==> src/rtl/udar_servo_pkg.sv <==
// Shared constants and helpers for the servo_array pulse generator.
package udar_servo_pkg;

    localparam int unsigned DefPeriod  = 2000;
    localparam int unsigned DefMinW    = 100;
    localparam int unsigned DefTickDiv = 250;

    function automatic int unsigned pos_to_width(int unsigned min_w, int unsigned pos);
        return min_w + pos;
    endfunction

    // Minimum index width able to address ch_num channels.
    function automatic int unsigned ch_idx_width(int unsigned ch_num);
        return (ch_num <= 1) ? 1 : $clog2(ch_num);
    endfunction

endpackage

==> src/rtl/servo_array_if.sv <==
// Target write port of servo_array: valid/ready transfer plus error pulse.
interface servo_array_if #(
    parameter int unsigned CH_LEN  = 2,
    parameter int unsigned POS_LEN = 8
);
    logic               wr_valid;
    logic               wr_ready;
    logic [CH_LEN-1:0]  wr_ch;
    logic [POS_LEN-1:0] wr_pos;
    logic               wr_err;

    modport master (
        output wr_valid, wr_ch, wr_pos,
        input  wr_ready, wr_err
    );

    modport slave (
        input  wr_valid, wr_ch, wr_pos,
        output wr_ready, wr_err
    );
endinterface

==> src/rtl/servo_tick.sv <==
// Shared tick prescaler and frame counter; frame_start marks the wrap of the
// frame counter and is combinational in the wrap cycle.
module servo_tick #(
    parameter int unsigned TICK_LEN = 12,
    parameter int unsigned TICK_DIV = 250,
    parameter int unsigned PWM_LEN  = 12,
    parameter int unsigned PERIOD   = 2000
) (
    input  logic               clk,
    input  logic               rst,
    output logic               tick,
    output logic [PWM_LEN-1:0] frame_cnt,
    output logic               frame_start
);
    logic [TICK_LEN-1:0] presc_q;
    logic [PWM_LEN-1:0]  frame_q;

    assign tick        = (presc_q == TICK_LEN'(TICK_DIV - 1));
    assign frame_start = tick && (frame_q == PWM_LEN'(PERIOD - 1));
    assign frame_cnt   = frame_q;

    always_ff @(posedge clk or posedge rst) begin
        if (rst) begin
            presc_q <= '0;
            frame_q <= '0;
        end else begin
            presc_q <= tick ? '0 : presc_q + TICK_LEN'(1);
            if (tick) begin
                frame_q <= frame_start ? '0 : frame_q + PWM_LEN'(1);
            end
        end
    end
endmodule

==> src/rtl/servo_array.sv <==
// Multi-channel servo pulse generator with per-frame position slew.
// Build macro SERVO_SLEW_EN: STEP-limited slew; otherwise cur jumps to target each frame.
module servo_array
    import udar_servo_pkg::*;
#(
    parameter int unsigned CH_NUM   = 4,
    parameter int unsigned CH_LEN   = 2,
    parameter int unsigned POS_LEN  = 8,
    parameter int unsigned TICK_LEN = 12,
    parameter int unsigned TICK_DIV = DefTickDiv,
    parameter int unsigned PWM_LEN  = 12,
    parameter int unsigned PERIOD   = DefPeriod,
    parameter int unsigned MIN_W    = DefMinW,
    parameter int unsigned STEP     = 4,
    parameter int unsigned INIT_POS = 128
) (
    input  logic              clk,
    input  logic              rst,
    servo_array_if.slave      wr_bus,
    output logic              frame_start,
    output logic [CH_NUM-1:0] busy,
    output logic [CH_NUM-1:0] pwm
);
    if (CH_NUM < 1 || CH_NUM > 16) begin : gen_bad_ch_num
        $error("CH_NUM must be 1..16");
    end
    if (CH_LEN < ch_idx_width(CH_NUM)) begin : gen_bad_ch_len
        $error("CH_LEN too narrow for CH_NUM");
    end
    if (MIN_W + 2 ** POS_LEN - 1 >= PERIOD) begin : gen_bad_width
        $error("maximum pulse width must be shorter than PERIOD");
    end
    if (PERIOD >= 2 ** PWM_LEN) begin : gen_bad_period
        $error("PERIOD does not fit PWM_LEN");
    end
    if (TICK_DIV < 2 || TICK_DIV > 2 ** TICK_LEN) begin : gen_bad_tick
        $error("TICK_DIV out of range for TICK_LEN");
    end
    if (STEP == 0) begin : gen_bad_step
        $error("STEP must be non-zero");
    end

    logic               tick;
    logic [PWM_LEN-1:0] frame_cnt;
    logic               frame_upd;
    logic               wr_ready_q;
    logic               wr_err_q;
    logic               wr_accept;
    logic               wr_ch_ok;

    servo_tick #(
        .TICK_LEN (TICK_LEN),
        .TICK_DIV (TICK_DIV),
        .PWM_LEN  (PWM_LEN),
        .PERIOD   (PERIOD)
    ) u_tick (
        .clk         (clk),
        .rst         (rst),
        .tick        (tick),
        .frame_cnt   (frame_cnt),
        .frame_start (frame_start)
    );

    assign frame_upd = frame_start & tick;
    assign wr_accept = wr_bus.wr_valid & wr_ready_q;
    assign wr_ch_ok  = ({1'b0, wr_bus.wr_ch} < (CH_LEN + 1)'(CH_NUM));

    assign wr_bus.wr_ready = wr_ready_q;
    assign wr_bus.wr_err   = wr_err_q;

    always_ff @(posedge clk or posedge rst) begin
        if (rst) begin
            wr_ready_q <= 1'b0;
            wr_err_q   <= 1'b0;
        end else begin
            wr_ready_q <= 1'b1;
            wr_err_q   <= wr_accept & ~wr_ch_ok;
        end
    end

    for (genvar i = 0; i < CH_NUM; i++) begin : gen_ch
        logic [POS_LEN-1:0] tgt_q;
        logic [POS_LEN-1:0] cur_q;
        logic [POS_LEN-1:0] cur_next;
        logic [PWM_LEN-1:0] width;
        logic               busy_q;
        logic               pwm_q;
        logic               wr_hit;

        assign wr_hit = wr_accept && wr_ch_ok && (wr_bus.wr_ch == CH_LEN'(i));
        assign width  = PWM_LEN'(pos_to_width(MIN_W, 32'(cur_q)));

`ifdef SERVO_SLEW_EN
        logic [POS_LEN:0] up_diff;
        logic [POS_LEN:0] dn_diff;

        always_comb begin
            up_diff  = {1'b0, tgt_q} - {1'b0, cur_q};
            dn_diff  = {1'b0, cur_q} - {1'b0, tgt_q};
            cur_next = tgt_q;
            // Moving by STEP only when the gap exceeds STEP, so no over/underflow.
            if (tgt_q >= cur_q) begin
                if (up_diff > (POS_LEN + 1)'(STEP)) cur_next = cur_q + POS_LEN'(STEP);
            end else begin
                if (dn_diff > (POS_LEN + 1)'(STEP)) cur_next = cur_q - POS_LEN'(STEP);
            end
        end
`else
        assign cur_next = tgt_q;
`endif

        always_ff @(posedge clk or posedge rst) begin
            if (rst) begin
                tgt_q  <= POS_LEN'(INIT_POS);
                cur_q  <= POS_LEN'(INIT_POS);
                busy_q <= 1'b0;
                pwm_q  <= 1'b0;
            end else begin
                // Slew reads the pre-write target when both land on the same edge.
                if (frame_upd) cur_q <= cur_next;
                if (wr_hit) tgt_q <= wr_bus.wr_pos;
                busy_q <= (cur_q != tgt_q);
                pwm_q  <= (frame_cnt < width);
            end
        end

        assign busy[i] = busy_q;
        assign pwm[i]  = pwm_q;
    end
endmodule
==> src/flat_wrapper.sv <==
// flat-port wrapper written by rule: the top's interface ports become plain ports
module servo_array_flat import udar_servo_pkg::*;
#(
    parameter int unsigned CH_NUM   = 4,
    parameter int unsigned CH_LEN   = 2,
    parameter int unsigned POS_LEN  = 8,
    parameter int unsigned TICK_LEN = 12,
    parameter int unsigned TICK_DIV = DefTickDiv,
    parameter int unsigned PWM_LEN  = 12,
    parameter int unsigned PERIOD   = DefPeriod,
    parameter int unsigned MIN_W    = DefMinW,
    parameter int unsigned STEP     = 4,
    parameter int unsigned INIT_POS = 128
)
  (clk, rst, frame_start, busy, pwm, wr_bus_wr_valid, wr_bus_wr_ch, wr_bus_wr_pos, wr_bus_wr_ready, wr_bus_wr_err);
  servo_array_if #(.CH_LEN(CH_LEN), .POS_LEN(POS_LEN)) wr_bus_i ();
  input  logic clk;
  input  logic rst;
  output logic frame_start;
  output logic [CH_NUM-1:0] busy;
  output logic [CH_NUM-1:0] pwm;
  input wire logic [$bits(wr_bus_i.wr_valid)-1:0] wr_bus_wr_valid;
  input wire logic [$bits(wr_bus_i.wr_ch)-1:0] wr_bus_wr_ch;
  input wire logic [$bits(wr_bus_i.wr_pos)-1:0] wr_bus_wr_pos;
  output wire logic [$bits(wr_bus_i.wr_ready)-1:0] wr_bus_wr_ready;
  output wire logic [$bits(wr_bus_i.wr_err)-1:0] wr_bus_wr_err;
  assign wr_bus_i.wr_valid = wr_bus_wr_valid;
  assign wr_bus_i.wr_ch = wr_bus_wr_ch;
  assign wr_bus_i.wr_pos = wr_bus_wr_pos;
  assign wr_bus_wr_ready = wr_bus_i.wr_ready;
  assign wr_bus_wr_err = wr_bus_i.wr_err;
  servo_array #(.CH_NUM(CH_NUM), .CH_LEN(CH_LEN), .POS_LEN(POS_LEN), .TICK_LEN(TICK_LEN), .TICK_DIV(TICK_DIV), .PWM_LEN(PWM_LEN), .PERIOD(PERIOD), .MIN_W(MIN_W), .STEP(STEP), .INIT_POS(INIT_POS)) u_core (.clk(clk), .rst(rst), .wr_bus(wr_bus_i), .frame_start(frame_start), .busy(busy), .pwm(pwm));
endmodule
==> config.mk <==
export PLATFORM = sky130hd
export DESIGN_NAME = servo_array_flat
export DESIGN_NICKNAME = d
export VERILOG_FILES = /design/src/rtl/udar_servo_pkg.sv /design/src/rtl/servo_array_if.sv /design/src/rtl/servo_tick.sv /design/src/rtl/servo_array.sv /design/src/flat_wrapper.sv
export SDC_FILE = /design/constraint.sdc
export NUM_CORES = 1
export LEC_CHECK = 0
export BUFFER_PORTS_ARGS = -buffer_cell sky130_fd_sc_hd__clkbuf_2
export CAP_MARGIN = 20
export CORE_ASPECT_RATIO = 0.7
export CORE_MARGIN = 5
export CORE_UTILIZATION = 37
export CTS_CLUSTER_SIZE = 12
export DETAILED_ROUTE_END_ITERATION = 8
export GPL_TIMING_DRIVEN = 0
export PLACE_DENSITY = 0.57
export SKIP_CTS_REPAIR_TIMING = 1
export SYNTH_ARGS = -nofsm -noshare
export SYNTH_HDL_FRONTEND = slang
export SYNTH_SLANG_ARGS = --single-unit
export TNS_END_PERCENT = 1
==> constraint.sdc <==
create_clock -name clk -period 2.7 [get_ports clk]
set_input_delay 0.135 -clock clk [delete_from_list [all_inputs] [get_ports clk]]
set_output_delay 0.135 -clock clk [all_outputs]
set_load 0.005 [all_outputs]
==> impl_metrics.py <==
metrics = {
    "sta": {
        "rsz0062_at_grt": "false",
        "fin_crit_ns": 2.48,
        "final-max-slew-violation-count": 0,
        "setup_tns_ns": 0,
        "finClkSkew_ns": 0.0102,
        "post-route-period-util": 0.918,
        "slew_headroom": 0.461,
        "timing.fmax_mhz": 403,
        "timing_hold_violations_final": 0,
        "finalSetupViolCount": 0,
        "worst_pin_slew_ns": 0.802,
        "hold_ws_ns": 0.136,
    },
    "global_routing": {
        "antenna_found_initial": 0,
        "grt_max_degree": 68,
        "track_usage": 0.146,
        "overflow": 0,
        "grt_pass1_vias": 3694,
        "grt_pass1_wl_um": 19800,
    },
    "layout": {
        "final_common_cell": "dfrtp_1",
        "antenna_cells": 0,
        "drive_above_1_share": 0.255,
        "fin_area_um2": 6120,
        "finish.net_count": 548,
        "final_cell_mix": "89 x dfrtp_1, 44 x mux2_2, 40 x xor2_1",
        "syn_to_final_growth_pct": 13.3,
    },
    "job": {
        "max_cap_viol_count": 0,
    },
    "die": {
        "start_util": 0.383,
        "io_pins": 24,
        "row_count": 36,
        "die_y_um": 111,
        "die_area_um2": 17100,
        "die_x_um": 154,
        "core_area_um2": 14100,
    },
    "yosys": {
        "post_synth_inst_count": 460,
        "seq_area_frac_synth": 0.451,
        "syn-cell-area_um2": 5400,
        "synth_warnings": 0,
        "synthesis.nets": 512,
        "ys_ff_latch": 97,
        "synth_cell_types": 48,
        "synth_area_per_cell_um2": 11.7,
    },
    "power": {
        "combPwrFrac": 0.079,
        "power_density_nw_per_um2": 546,
        "power.internal_mw": 2.54,
        "p_sw_uw": 797,
        "leakage_nw": 2.80,
        "p_clk_frac": 0.420,
        "swShare": 0.239,
        "ir_drop_mv": 0.276,
        "seqPwrFrac": 0.501,
    },
    "place": {
        "hpwl_um": 8490,
        "port_buffers": 22,
        "place_congestion": 0.754,
        "place_area_um2": 5780,
    },
    "critical_path": {
        "setup.worst_path.end_class": "flop",
        "crit_start": "u_core.u_tick.presc_q[1]$_DFF_PP0_",
        "reg2reg_to": "u_core.gen_ch[3].cur_q[2]$_DFFE_PP0P_",
        "crit_end": "u_core.gen_ch[3].cur_q[2]$_DFFE_PP0P_",
        "ff2ff_setup_slack_ns": 0.22,
        "cp.arrival_ns": 2.71,
        "critPathKind": "reg2reg",
        "start_kind": "flop",
        "reg2reg_from": "u_core.u_tick.presc_q[1]$_DFF_PP0_",
        "crit_required_ns": 2.93,
        "cp_max_fo": 10,
        "r2r_cells": 8,
    },
    "routing": {
        "routed_wl_um": 11700,
        "ant_nets": 0,
        "dr.first_iter.drc_count": 133,
        "via_count": 3573,
        "via_per_inst": 5.17,
        "first_pass_iters": 4,
        "wire_per_inst_um": 16.9,
        "drc": 0,
    },
    "worst_hold_path": {
        "hold_class": "in2reg",
    },
    "cts": {
        "cts_made_buffers": 9,
        "cts-root-buf": "clkbuf_16",
        "cts_tree": "done",
        "h-tree-depth": 3,
        "clk_pin_slew_worst_paths_ns": 0.07,
        "insertion_delay_ns": 0.35,
        "clock_sinks": 97,
        "cts_buffer_depth": 2,
    },
    "run_status": {
        "status": "finished, final reports clean",
    },
}
synth_stat cells, drive strengths merged:
library cell  number  area [um2]
a22o               1        8.76
a21o               4        30.0
or4b               1        10.0
dfstp              8         210
nand4bb            2        38.8
xnor2             19         166
nor2b              1        6.26
nor4              10        77.6
nor3               4        20.0
buf               13         115
clkbuf             2        7.51
or2                1        6.26
and3               2        12.5
inv               12        45.0
o211a              1        10.0
o31ai              1        7.51
dfrtp             89        2230
nor2              13        48.8
a21oi             16        80.1
xor2              40         350
a211oi             8        60.1
mux2              61         747
conb               2        7.51
nand3             19        95.1
or3                9        61.3
o41a               1        11.3
o31a               3        26.3
nor3b              5        37.5
and4               1        8.76
a2bb2oi            1        8.76
nand4             11        83.8
nand2             31         124
nand2b            10        62.6
and2               2        12.5
o22ai              1        6.26
o21ai             16        80.1
ha                39         488
critical path: stages (launching register included):
cell	delay (ns)
dfrtp_1	0.40
inv_1	0.06
ha_1	0.19
nand4bb_4	0.16
nor4_4	0.74
and2_1	0.24
buf_6	0.13
buf_12	0.14
mux2_4	0.30
through the flow:
| step | utilization | total power, mW | setup slack, ns | std cells |
|---|---|---|---|---|
| floorplan | - | 1.88 | 0.0445 | 460 |
| global placement | 0.408 | 1.95 | -1.10 | 672 |
| detailed placement | 0.410 | 1.97 | 0.192 | 674 |
| CTS | 0.433 | 3.39 | 0.177 | 690 |
| global route | 0.434 | 3.49 | 0.0677 | 691 |
| finish | 0.434 | 3.34 | 0.220 | 691 |
logic make-up after synthesis:
family / Yosys count / synth area share
AO/OA/AOI/OAI: 53 / 0.0610
XOR/XNOR: 59 / 0.0957
adder cells (fa/ha/maj): 39 / 0.0904
other: 2 / 0.00139
buffers and inverters: 27 / 0.0311
multiplexers: 61 / 0.138
flip-flops: 97 / 0.451
AND/OR/NAND/NOR: 122 / 0.131
power by group through the flow:
stage	registers (mW)	clock network (mW)	logic, mW
after floorplan	1.67	0	0.203
after global placement	1.69	0	0.257
after detailed placement	1.70	0	0.270
after CTS	1.67	1.44	0.272
after global routing	1.69	1.50	0.299
final	1.67	1.40	0.266
routing by layer:
| metal | vias to the layer above | share of wire | track usage |
|---|---|---|---|
| li1 | 1705 | - | - |
| met1 | 1791 | 0.50 | 0.220 |
| met2 | 64 | 0.44 | 0.210 |
| met3 | 13 | 0.049 | 0.0289 |
| met4 | 0 | 0.014 | 0.0406 |
| met5 | - | 0 | 0 |
registers in the layout, summed over array words and instances (netlist names):
register / count
u_core.u_tick.frame_cnt: 12
u_core.gen_ch.cur_q: 32
u_core.gen_ch.cur_next: 32
u_core.gen_ch.busy_q: 4
u_core.gen_ch.pwm_q: 4
u_core.wr_bus.wr_ready: 1
u_core.u_tick.presc_q: 12
how the worst min path moves through the flow:
stage / end / cells past startpoint / slack (ns) / startpoint
2_1_floorplan: u_core.gen_ch[1].cur_next[0]$_DFFE_PP0P_ / 1 / 0.29 / wr_bus_wr_pos[0]
4_1_cts: u_core.gen_ch[1].busy_q$_DFF_PP0_ / 2 / -0.22 / rst
5_1_grt: u_core.gen_ch[3].cur_next[1]$_DFFE_PP0P_ / 2 / 0.13 / wr_bus_wr_pos[1]
6_report: u_core.gen_ch[1].cur_next[6]$_DFFE_PP0P_ / 2 / 0.14 / wr_bus_wr_pos[6]
3_3_place_gp: u_core.u_tick.presc_q[0]$_DFF_PP0_ / 1 / 0.48 / u_core.u_tick.presc_q[0]$_DFF_PP0_
3_5_place_dp: u_core.gen_ch[1].busy_q$_DFF_PP0_ / 2 / 0.16 / rst
final cells by class:
class,count,area (um2)
clock inverter,7,103
fill,1330,7980
inverter,12,47.5
clock buffer,9,225
multi-input combinational,336,2790
buffer,15,123
timing repair buffer,25,153
tap,190,238
sequential,97,2440
Power figures use the tool's default switching activity.
